<file path="src/rtl/led_pio_out.sv">
`default_nettype none
// ============================================================================
// Module      : led_pio_out
// Description : Avalon-MM output PIO for an 18-bit LED bank. It provides a
//               writable DATA register, a write-one-to-toggle alias and an
//               optional per-bit hardware blink engine (MASK/PERIOD).
//               Build option: define LED_PIO_BLINK_EN to include the blink
//               engine. Without it, MASK/PERIOD read as 0 and ignore writes.
// Ports       : clk        - system clock
//               reset      - asynchronous active-high reset
//               address    - word address (0 DATA, 1 MASK, 2 PERIOD, 3 TOGGLE)
//               chipselect - slave select, qualifies write_n
//               write_n    - active-low write strobe
//               writedata  - write data
//               readdata   - registered read data, latency 1
//               out_port   - registered LED drive
// Revision    : 1.0 - initial release
// ============================================================================
module led_pio_out #(
  parameter int WIDTH        = 18,
  parameter int PERIOD_WIDTH = 24
) (
  input  logic             clk,
  input  logic             reset,
  input  logic [1:0]       address,
  input  logic             chipselect,
  input  logic             write_n,
  input  logic [31:0]      writedata,
  output logic [31:0]      readdata,
  output logic [WIDTH-1:0] out_port
);

  localparam logic [1:0] ADDR_DATA   = 2'd0;
  localparam logic [1:0] ADDR_MASK   = 2'd1;
  localparam logic [1:0] ADDR_PERIOD = 2'd2;
  localparam logic [1:0] ADDR_TOGGLE = 2'd3;

  logic             wr;
  logic [WIDTH-1:0] data;
  logic [WIDTH-1:0] out_next;
  logic [31:0]      rd_mux;
  // Write data bits above the register widths are deliberately dropped.
  logic             unused_wdata_bits;

  assign wr                = chipselect & ~write_n;
  assign unused_wdata_bits = ^writedata[31:WIDTH];

  always_ff @(posedge clk or posedge reset) begin
    if (reset) begin
      data <= '0;
    end else if (wr) begin
      case (address)
        ADDR_DATA:   data <= writedata[WIDTH-1:0];
        ADDR_TOGGLE: data <= data ^ writedata[WIDTH-1:0];
        default:     ;
      endcase
    end
  end

`ifdef LED_PIO_BLINK_EN
  localparam logic [PERIOD_WIDTH-1:0] PERIOD_ONE = PERIOD_WIDTH'(1);

  logic [WIDTH-1:0]        mask;
  logic [PERIOD_WIDTH-1:0] period;
  logic [PERIOD_WIDTH-1:0] counter;
  logic                    phase;

  always_ff @(posedge clk or posedge reset) begin
    if (reset) begin
      mask <= '0;
    end else if (wr && (address == ADDR_MASK)) begin
      mask <= writedata[WIDTH-1:0];
    end
  end

  // A PERIOD write restarts the blink cycle from phase 0 so that the next
  // toggle lands exactly PERIOD cycles after the write edge.
  always_ff @(posedge clk or posedge reset) begin
    if (reset) begin
      period  <= '0;
      counter <= '0;
      phase   <= 1'b0;
    end else if (wr && (address == ADDR_PERIOD)) begin
      period  <= writedata[PERIOD_WIDTH-1:0];
      counter <= '0;
      phase   <= 1'b0;
    end else if (period == '0) begin
      counter <= '0;
      phase   <= 1'b0;
    end else if (counter == (period - PERIOD_ONE)) begin
      counter <= '0;
      phase   <= ~phase;
    end else begin
      counter <= counter + PERIOD_ONE;
    end
  end

  // Masked bits are inverted while phase is high.
  assign out_next = data ^ (mask & {WIDTH{phase}});

  always_comb begin
    rd_mux = '0;
    case (address)
      ADDR_DATA:   rd_mux[WIDTH-1:0]        = data;
      ADDR_MASK:   rd_mux[WIDTH-1:0]        = mask;
      ADDR_PERIOD: rd_mux[PERIOD_WIDTH-1:0] = period;
      ADDR_TOGGLE: rd_mux[WIDTH-1:0]        = out_port;
      default:     rd_mux                   = '0;
    endcase
  end
`else
  assign out_next = data;

  always_comb begin
    rd_mux = '0;
    case (address)
      ADDR_DATA:   rd_mux[WIDTH-1:0] = data;
      ADDR_TOGGLE: rd_mux[WIDTH-1:0] = out_port;
      default:     rd_mux            = '0;
    endcase
  end
`endif

  always_ff @(posedge clk or posedge reset) begin
    if (reset) begin
      out_port <= '0;
      readdata <= '0;
    end else begin
      out_port <= out_next;
      // Loaded every cycle; addr3 therefore returns out_port as it was
      // before this edge.
      readdata <= rd_mux;
    end
  end

endmodule
`default_nettype wire

</file>
<file path="config.mk">
export PLATFORM = sky130hd
export DESIGN_NAME = led_pio_out
export DESIGN_NICKNAME = d
export VERILOG_FILES = /design/src/rtl/led_pio_out.sv
export SDC_FILE = /design/constraint.sdc
export NUM_CORES = 1
export LEC_CHECK = 0
export ABC_AREA = 1
export BUFFER_PORTS_ARGS = -buffer_cell sky130_fd_sc_hd__buf_2
export CORE_MARGIN = 5
export CORE_UTILIZATION = 45
export CTS_BUF_LIST = sky130_fd_sc_hd__clkbuf_4 sky130_fd_sc_hd__clkbuf_8 sky130_fd_sc_hd__clkbuf_16
export DETAILED_ROUTE_END_ITERATION = 6
export GPL_TIMING_DRIVEN = 0
export PLACE_DENSITY = 0.82
export SYNTH_ARGS = -nofsm -noshare
export SYNTH_HDL_FRONTEND = slang
export SYNTH_SLANG_ARGS = --single-unit
</file>
<file path="constraint.sdc">
create_clock -name clk -period 1.75 [get_ports clk]
set_clock_uncertainty 0.1 [all_clocks]
set_input_delay 0.35 -clock clk [delete_from_list [all_inputs] [get_ports clk]]
set_output_delay 0.35 -clock clk [all_outputs]
set_load 0.03 [all_outputs]
</file>
==> flow_summary.ini, run 1 <==
[outcome]
status = complete, no violations

[critical_path]
endpoint_kind = flip-flop
arrival_ns = 1.46
path_max_fanout = 10
required_ns = 1.84
critical_path_class = input port to flip-flop
start_kind = input port

[power]
power_density_nw_per_um2 = 1020
irDropWorstVdd_mv = 0.444
power.leakage_nw = 1.91

[global_routing]
antenna_found_initial = 0
grt_max_degree = 55
grt_pass1_wl_mm = 9.45
gr-total-overflow = 0
grt_pass1_vias = 2157
track_usage_pct = 15.7

[synthesis]
synth_top_area_cell = dfrtp_1
synthCells = 341
ys_warn_count = 0
yosys.cell_count.top_type = nand2_1
async_reset_ff_share_pct = 100
synth-seq-cells = 54
synth_area_um2 = 2600
ys_dominant_reg_cell = dfrtp_1
avgSynthCellArea_um2 = 7.62
synth_edf_count = 0
ys_top_cells_by_count = nand2_1 (198), dfrtp_1 (54), inv_1 (39)
ys_seq_area_share_pct = 52.0
ys_types = 15
synth.area.top_cells = dfrtp_1 (52%), nand2_1 (29%), inv_1 (5.6%), buf_4 (4.9%), a21oi_1 (3.5%)
synth_top_area_share_pct = 52.0

[timing]
setup_viol = 0
min_period_ns = 1.37
hold_viol = 0
max_freq_mhz = 729
slew_violations = 0
finalSetupTns_ns = 0
tightest_slew_ns = 1.10
fin_crit_sh_pct = 78.4
rsz0062_at_grt = false
slew_headroom_pct = 26.2

[placed_design]
dpl.hpwl_mm = 4.10
io_buffer_count = 59
gp_congestion = 0.758
place_inst = 485

[cells_and_area]
fin_cells = 492
layout-drive-gt1-share_pct = 22.6
fillers = 501
syn_to_final_growth_pct = 20.1
antennaDiodeCount = 0
nNetsFinal = 460

[route]
routed_wl_mm = 5.44
dr.first_iter.drc_count = 157
vias = 2182
avgViaCountPerCell = 4.43
drt-pass1-iter-count = 4
drc = 0
routedWlPerCell_um = 11.1
ant_nets = 0

[floorplanning]
core.rowCount = 27
start_util_pct = 46.6
die-width_um = 86.0
io_pins = 88
core_area_um2 = 5570
fp.dieArea_um2 = 7390
dieHeight_um = 86.0

[clock_tree]
cts_buffer_depth = 2
clock_sinks = 54
post_cts_resized = 0
clockRootBuffer = clkbuf_8
holdBufCountCts = 0
cts_setup_buffers = 0
cts_tree = done
cts_buffers = 5
clk_latency_ns = 0.29
h-tree-depth = 2
clkTransAtPathRegs_ns = 0.09

[worst_hold_path]
min_path_type = input port to async pin

[run]
maxCapViolCount = 0
[flip-flops by register name (all words and copies together) (netlist names)]
signal,count
data,18
out_port,18
readdata,18
[path summary, 6_finish.rpt]
path	to	from	slack, ns	cells past startpoint
setup reg to reg	data[6]	data[6]	0.72	7
setup / recovery	data[17]	address[0]	0.38	9
hold reg to reg	out_port[0]	data[0]	0.36	0
hold / removal	readdata[13]	reset	0.20	2
min in group clk	data[0]	writedata[0]	0.27	5
max in group asynchronous	out_port[15]	reset	0.76	2
[layout make-up]
type | instances | area [um2] | share of cell area (%)
flip-flops and latches | 54 | 1350 | 43.3
multi-input cells | 234 | 951 | 30.5
repair buffers | 59 | 295 | 9.47
plain buffers | 25 | 183 | 5.86
inverters | 41 | 165 | 5.29
well taps | 72 | 90.1 | 2.89
clock buffers | 6 | 76.3 | 2.45
clock inverters | 1 | 7.51 | 0.241
[through the flow]
step                      total power (W)  util, %  setup slack [ns]  hold WS (ns)  cell area, um2
after floorplan                   0.00228        -             0.264         0.313            2650
after global placement            0.00252     54.5            0.0873         0.335            3040
after detailed placement          0.00257     54.5            0.0636         0.342            3040
after CTS                         0.00322     56.0             0.376         0.239            3120
after global routing              0.00338     56.0             0.285         0.300            3120
final                             0.00319     56.0             0.378         0.205            3120
[worst max-delay path, stage by stage]
cell	delay, ns
buf_2	0.09
inv_1	0.04
ha_1	0.29
buf_6	0.15
nor2_8	0.13
nand2_8	0.09
buf_4	0.18
nand2_1	0.07
nand2_1	0.06
[cell families after synthesis]
family                     synth area share, %
buffers and inverters                     13.2
DFF                                       52.0
adders and majority gates                0.963
other                                    0.144
and+or+nand+nor                           30.2
AOI/OAI and AO/OA                         3.47
[layout by cell type, fill, tap and decap left out]
cell type	instances
buf_4	17
nor2_8	1
ha_1	2
clkbuf_4	1
buf_2	64
dfrtp_1	54
conb_1	14
inv_8	1
buf_6	1
nand2_8	1
nand2_1	198
inv_1	38
clkinvlp_4	2
clkbuf_1	1
clkbuf_8	5
buf_8	1
a21oi_1	18
inv_2	1
[per-layer routing]
layer,track usage (%),vias up,wire [um]
met5,0,-,0
met4,4.75,0,36
met3,2.69,5,425
met2,27.7,74,2670
met1,19.6,973,2310
li1,-,1130,-
[power by group]
group	leakage (nW)	internal (W)	switching, W
Clock	0.0407	0.000290	0.000359
Combinational	1.17	0.000282	0.000617
Sequential	0.699	0.00146	0.000186
Note: power is estimated with default switching activity, not from simulation.
==> run 2, diff against run 1 <==
Settings changed: CORE_UTILIZATION 45 to 50, PLACE_DENSITY 0.82 to 0.86.
Clock period 1.75 ns to 1.3 ns, I/O delays scaled along.
==> flow_summary.ini, run 2 (synthesis results as in run 1) <==
[route]
wl_met3_um = 415
avgViaCountPerCell = 4.62
routed_wl_mm = 5.74
dr.first_iter.drc_count = 160
drc = 0
drt-pass1-iter-count = 4
ant_nets = 0
wl_met2_mm = 2.82
routedWlPerCell_um = 11.7
wirelength_met1_mm = 2.40
highest_layer = met4
vias = 2267

[floorplanning]
dieHeight_um = 82.1
fp.dieArea_um2 = 6740
core_area_um2 = 5070
io_pins = 88
die-width_um = 82.1
start_util_pct = 51.2
core.rowCount = 26

[timing]
hold_viol = 0
setup_viol = 0
slew_violations = 0
max_freq_mhz = 790
holdWs_ns = 0.0966
rsz0062_at_grt = false
slew_headroom_pct = 27.2
fin_crit_sh_pct = 97.4
min_period_ns = 1.27
tightest_slew_ns = 1.09

[cells_and_area]
fin_area_um2 = 3160
nNetsFinal = 460
layout-drive-gt1-share_pct = 23.3
layout_commonest_cell = nand2_1
postLayoutCoreUtil_pct = 62.2
fin_cells = 491
final_cell_mix = nand2_1 (198), buf_2 (64), dfrtp_1 (54)
reg_top3 = data (18), out_port (18), readdata (18)
syn_to_final_growth_pct = 21.6
antennaDiodeCount = 0

[clock_tree]
clockRootBuffer = clkbuf_8
cts_buffer_depth = 2
post_cts_resized = 0
h-tree-depth = 2
clock_sinks = 54
cts_buffers = 5
holdBufCountCts = 0
clk_latency_ns = 0.31
cts_tree = done
cts_setup_buffers = 0
clkTransAtPathRegs_ns = 0.09

[critical_path]
path_max_fanout = 2
crit_buf_inv = 1
critical_path_class = flip-flop to output port
arrival_ns = 0.91
crit_chain = buf_2
path_delay_family = flip-flops
start_kind = flip-flop
critPathMaxStageDelay_ns = 0.41
required_ns = 0.94
endpoint_kind = output port
crit_slowest_cell = dfrtp_1

[placed_design]
place_inst = 483
io_buffer_count = 59
place_area_um2 = 3050
gp_congestion = 0.804
dpl.hpwl_mm = 4.14

[global_routing]
antenna_found_initial = 0
grt_pass1_wl_mm = 9.32
grt_pass1_vias = 2154
gr-total-overflow = 0
track_usage_pct = 18.0
grt_max_degree = 55

[power]
power.leakage_nw = 1.93
irDropWorstVdd_mv = 0.657
power_density_nw_per_um2 = 1440

[outcome]
status = complete, no violations

[worst_hold_path]
min_path_type = input port to async pin

[run]
maxCapViolCount = 0
-- run 2: area by class of cell --
class / count / area [um2]
inverter: 41 / 165
tap: 70 / 87.6
clock buffer: 5 / 68.8
timing repair buffer: 59 / 295
buffer: 25 / 186
sequential: 54 / 1350
multi-input combinational: 234 / 963
fill: 437 / 1920
clock inverter: 3 / 40.0
-- run 2: metal layers --
metal	vias to the layer above	track usage [%]
met3	14	3.84
met2	85	30.9
met5	-	0
li1	1127	-
met4	0	7.97
met1	1041	21.6
-- run 2: final timing paths --
check                         startpoint      endpoint  slack, ns  depth (start not counted)
hold / removal                     reset   out_port[9]        0.1                          2
setup reg to reg                data[14]      data[14]       0.26                          7
hold reg to reg                 data[17]  out_port[17]       0.36                          0
min in group clk           writedata[12]      data[12]       0.17                          5
max in group asynchronous          reset       data[1]       0.42                          2
setup / recovery             out_port[9]   out_port[9]       0.03                          1
-- run 2: report_power, final --
part | leakage, nW | total [W] | internal [W] | switching (W)
Sequential | 0.699 | 0.00221 | 0.00196 | 0.000252
Combinational | 1.17 | 0.00123 | 0.000382 | 0.000844
Clock | 0.0579 | 0.00110 | 0.000567 | 0.000529
Total | 1.93 | 0.00453 | 0.00291 | 0.00162
-- run 2: stage by stage --
step | setup slack (ns) | power, W | setup TNS, ns
global placement | -0.180 | 0.00340 | -3.74
floorplan | 0.00189 | 0.00307 | 0
CTS | 0.0401 | 0.00454 | 0
finish | 0.0339 | 0.00453 | 0
global route | 0.0166 | 0.00477 | 0
detailed placement | -0.225 | 0.00346 | -4.28
==> run 3, diff against run 2 <==
Settings changed: ABC_AREA 1 to default, CORE_UTILIZATION 50 to 48, PLACE_DENSITY 0.86 to 0.79.
==> flow_summary.ini, run 3 <==
[timing]
fin_crit_sh_pct = 95.3
hold_viol = 0
rsz0062_at_grt = false
tightest_slew_ns = 1.10
min_period_ns = 1.24
max_freq_mhz = 807
setup_viol = 0
fin_ws_ns = 0.0613
slew_violations = 0
slew_headroom_pct = 26.5

[synthesis]
synthCells = 196
synth_top_area_share_pct = 61.2
synth_area_um2 = 2210
ys_top_cells_by_count = dfrtp_1 (54), a21oi_1 (22)
ys_types = 15
synth_edf_count = 0
ys_seq_area_share_pct = 61.2
ys_dominant_reg_cell = dfrtp_1
avgSynthCellArea_um2 = 11.3
yosys.cell_count.top_type = dfrtp_1
synth_top_area_cell = dfrtp_1
ys_warn_count = 0
synth-seq-cells = 54
async_reset_ff_share_pct = 100
synth.area.top_cells = dfrtp_1 (61%), a22oi_1 (6.1%), a21oi_2 (5.6%), buf_4 (5.1%), a21oi_1 (5.0%)

[floorplanning]
core_area_um2 = 4410
fp.dieArea_um2 = 6060
dieHeight_um = 77.8
core.rowCount = 24
die-width_um = 77.8
io_pins = 88
start_util_pct = 50.0

[critical_path]
critical_path_class = flip-flop to output port
start_kind = flip-flop
crit_slowest_cell = dfrtp_1
arrival_ns = 0.88
endpoint_kind = output port
required_ns = 0.94
crit_buf_inv = 1
path_delay_family = flip-flops
critPathMaxStageDelay_ns = 0.40
path_max_fanout = 2
crit_chain = buf_2

[cells_and_area]
seqCellArea_um2 = 1350
multi_input_comb_area_um2 = 728
nNetsFinal = 322
layout-drive-gt1-share_pct = 42.4
antennaDiodeCount = 0
fillers = 354
reg_top3 = data (18), out_port (18), readdata (18)
layout_commonest_cell = buf_2
fin_cells = 335
final_cell_mix = buf_2 (60), dfrtp_1 (54), a21oi_1 (21)
syn_to_final_growth_pct = 29.0
fin_area_um2 = 2850

[global_routing]
grt_pass1_vias = 1707
grt_pass1_wl_mm = 7.89
track_usage_pct = 16.3
grt_max_degree = 55
gr-total-overflow = 0
antenna_found_initial = 0

[route]
ant_nets = 0
vias = 1757
routed_wl_mm = 4.91
drt-pass1-iter-count = 4
routedWlPerCell_um = 14.7
drc = 0
avgViaCountPerCell = 5.24
dr.first_iter.drc_count = 164

[outcome]
status = complete, no violations

[placed_design]
dpl.hpwl_mm = 3.45
io_buffer_count = 59
place_inst = 320
place_area_um2 = 2650
gp_congestion = 0.750
dp_slack_ns = -0.539

[clock_tree]
clock_sinks = 54
cts_buffer_depth = 2
clkTransAtPathRegs_ns = 0.09
cts_buffers = 5
cts_tree = done
clk_latency_ns = 0.30
clockRootBuffer = clkbuf_8
h-tree-depth = 2

[power]
irDropWorstVdd_mv = 0.752
power.leakage_nw = 1.40
power_density_nw_per_um2 = 1660

[worst_hold_path]
min_path_type = input port to async pin

[run]
maxCapViolCount = 0
-- run 3: cell types whose count changed after synthesis, sizes merged --
cell	before	now
inv	41	3
buf	24	20
nor3b	0	1
nand2	199	0
o21ai	0	18
a21oi	18	36
nor2	1	18
a22oi	0	18
clkbuf	1	7
nand3	0	18
-- run 3: repair_timing --
action | 4_1_cts | 5_1_grt
pin swaps | 1 | 2
hold buffers | 0 | 0
gates resized for setup | 5 | 9
endpoints found under the setup margin | 28 | 28
setup buffers | 4 | 4
gates cloned | 1 | 0
-- run 3: area by class of cell --
type | count | share of cell area [%]
Inverter | 3 | 0.967
Clock buffer | 6 | 2.68
Tap cell | 52 | 2.28
Sequential cell | 54 | 47.5
Clock inverter | 2 | 1.32
Timing Repair Buffer | 68 | 13.5
Buffer | 25 | 6.24
Multi-Input combinational cell | 125 | 25.6
-- run 3: per-layer routing --
metal	vias to the layer above	routed length, um	global-route usage (%)	share of wire [%]
met3	6	351	3.94	7.2
met1	852	2050	20.0	42
met4	0	93	8.08	1.9
met2	64	2410	26.6	49
met5	-	0	0	0
li1	835	-	-	-
-- run 3: worst paths after layout --
kind	start	to	slack [ns]	cells after the start
setup / recovery	out_port[13]	out_port[13]	0.06	1
hold / removal	reset	readdata[13]	0.11	2
setup reg to reg	data[11]	data[11]	0.36	3
hold reg to reg	data[6]	out_port[6]	0.33	0
max in group asynchronous	reset	data[17]	0.42	2
min in group clk	writedata[17]	data[17]	0.14	3
-- run 3: cells by family (layout without fill, tap and decap cells) --
logic type / after synthesis / in the layout / synth area share, %
AOI/OAI and AO/OA: 72 / 72 / 20.7
other: 1 / 14 / 0.170
buffers and inverters: 30 / 104 / 8.78
adders and majority gates: 2 / 2 / 1.13
and+or+nand+nor: 37 / 37 / 7.99
DFF: 54 / 54 / 61.2
-- run 3: stage by stage --
| step | util (%) | power, W | setup TNS (ns) | hold slack [ns] |
|---|---|---|---|---|
| after global routing | 64.5 | 0.00494 | 0 | 0.136 |
| after detailed placement | 60.1 | 0.00360 | -14.92 | 0.313 |
| after CTS | 63.5 | 0.00472 | 0 | 0.130 |
| after floorplan | - | 0.00319 | -2.81 | 0.228 |
| after global placement | 60.1 | 0.00355 | -14.50 | 0.309 |
| final | 64.5 | 0.00471 | 0 | 0.110 |
-- run 3: power by group --
part / switching, W / internal [W]
Combinational: 0.000881 / 0.000430
Sequential: 0.000252 / 0.00203
Clock: 0.000522 / 0.000596
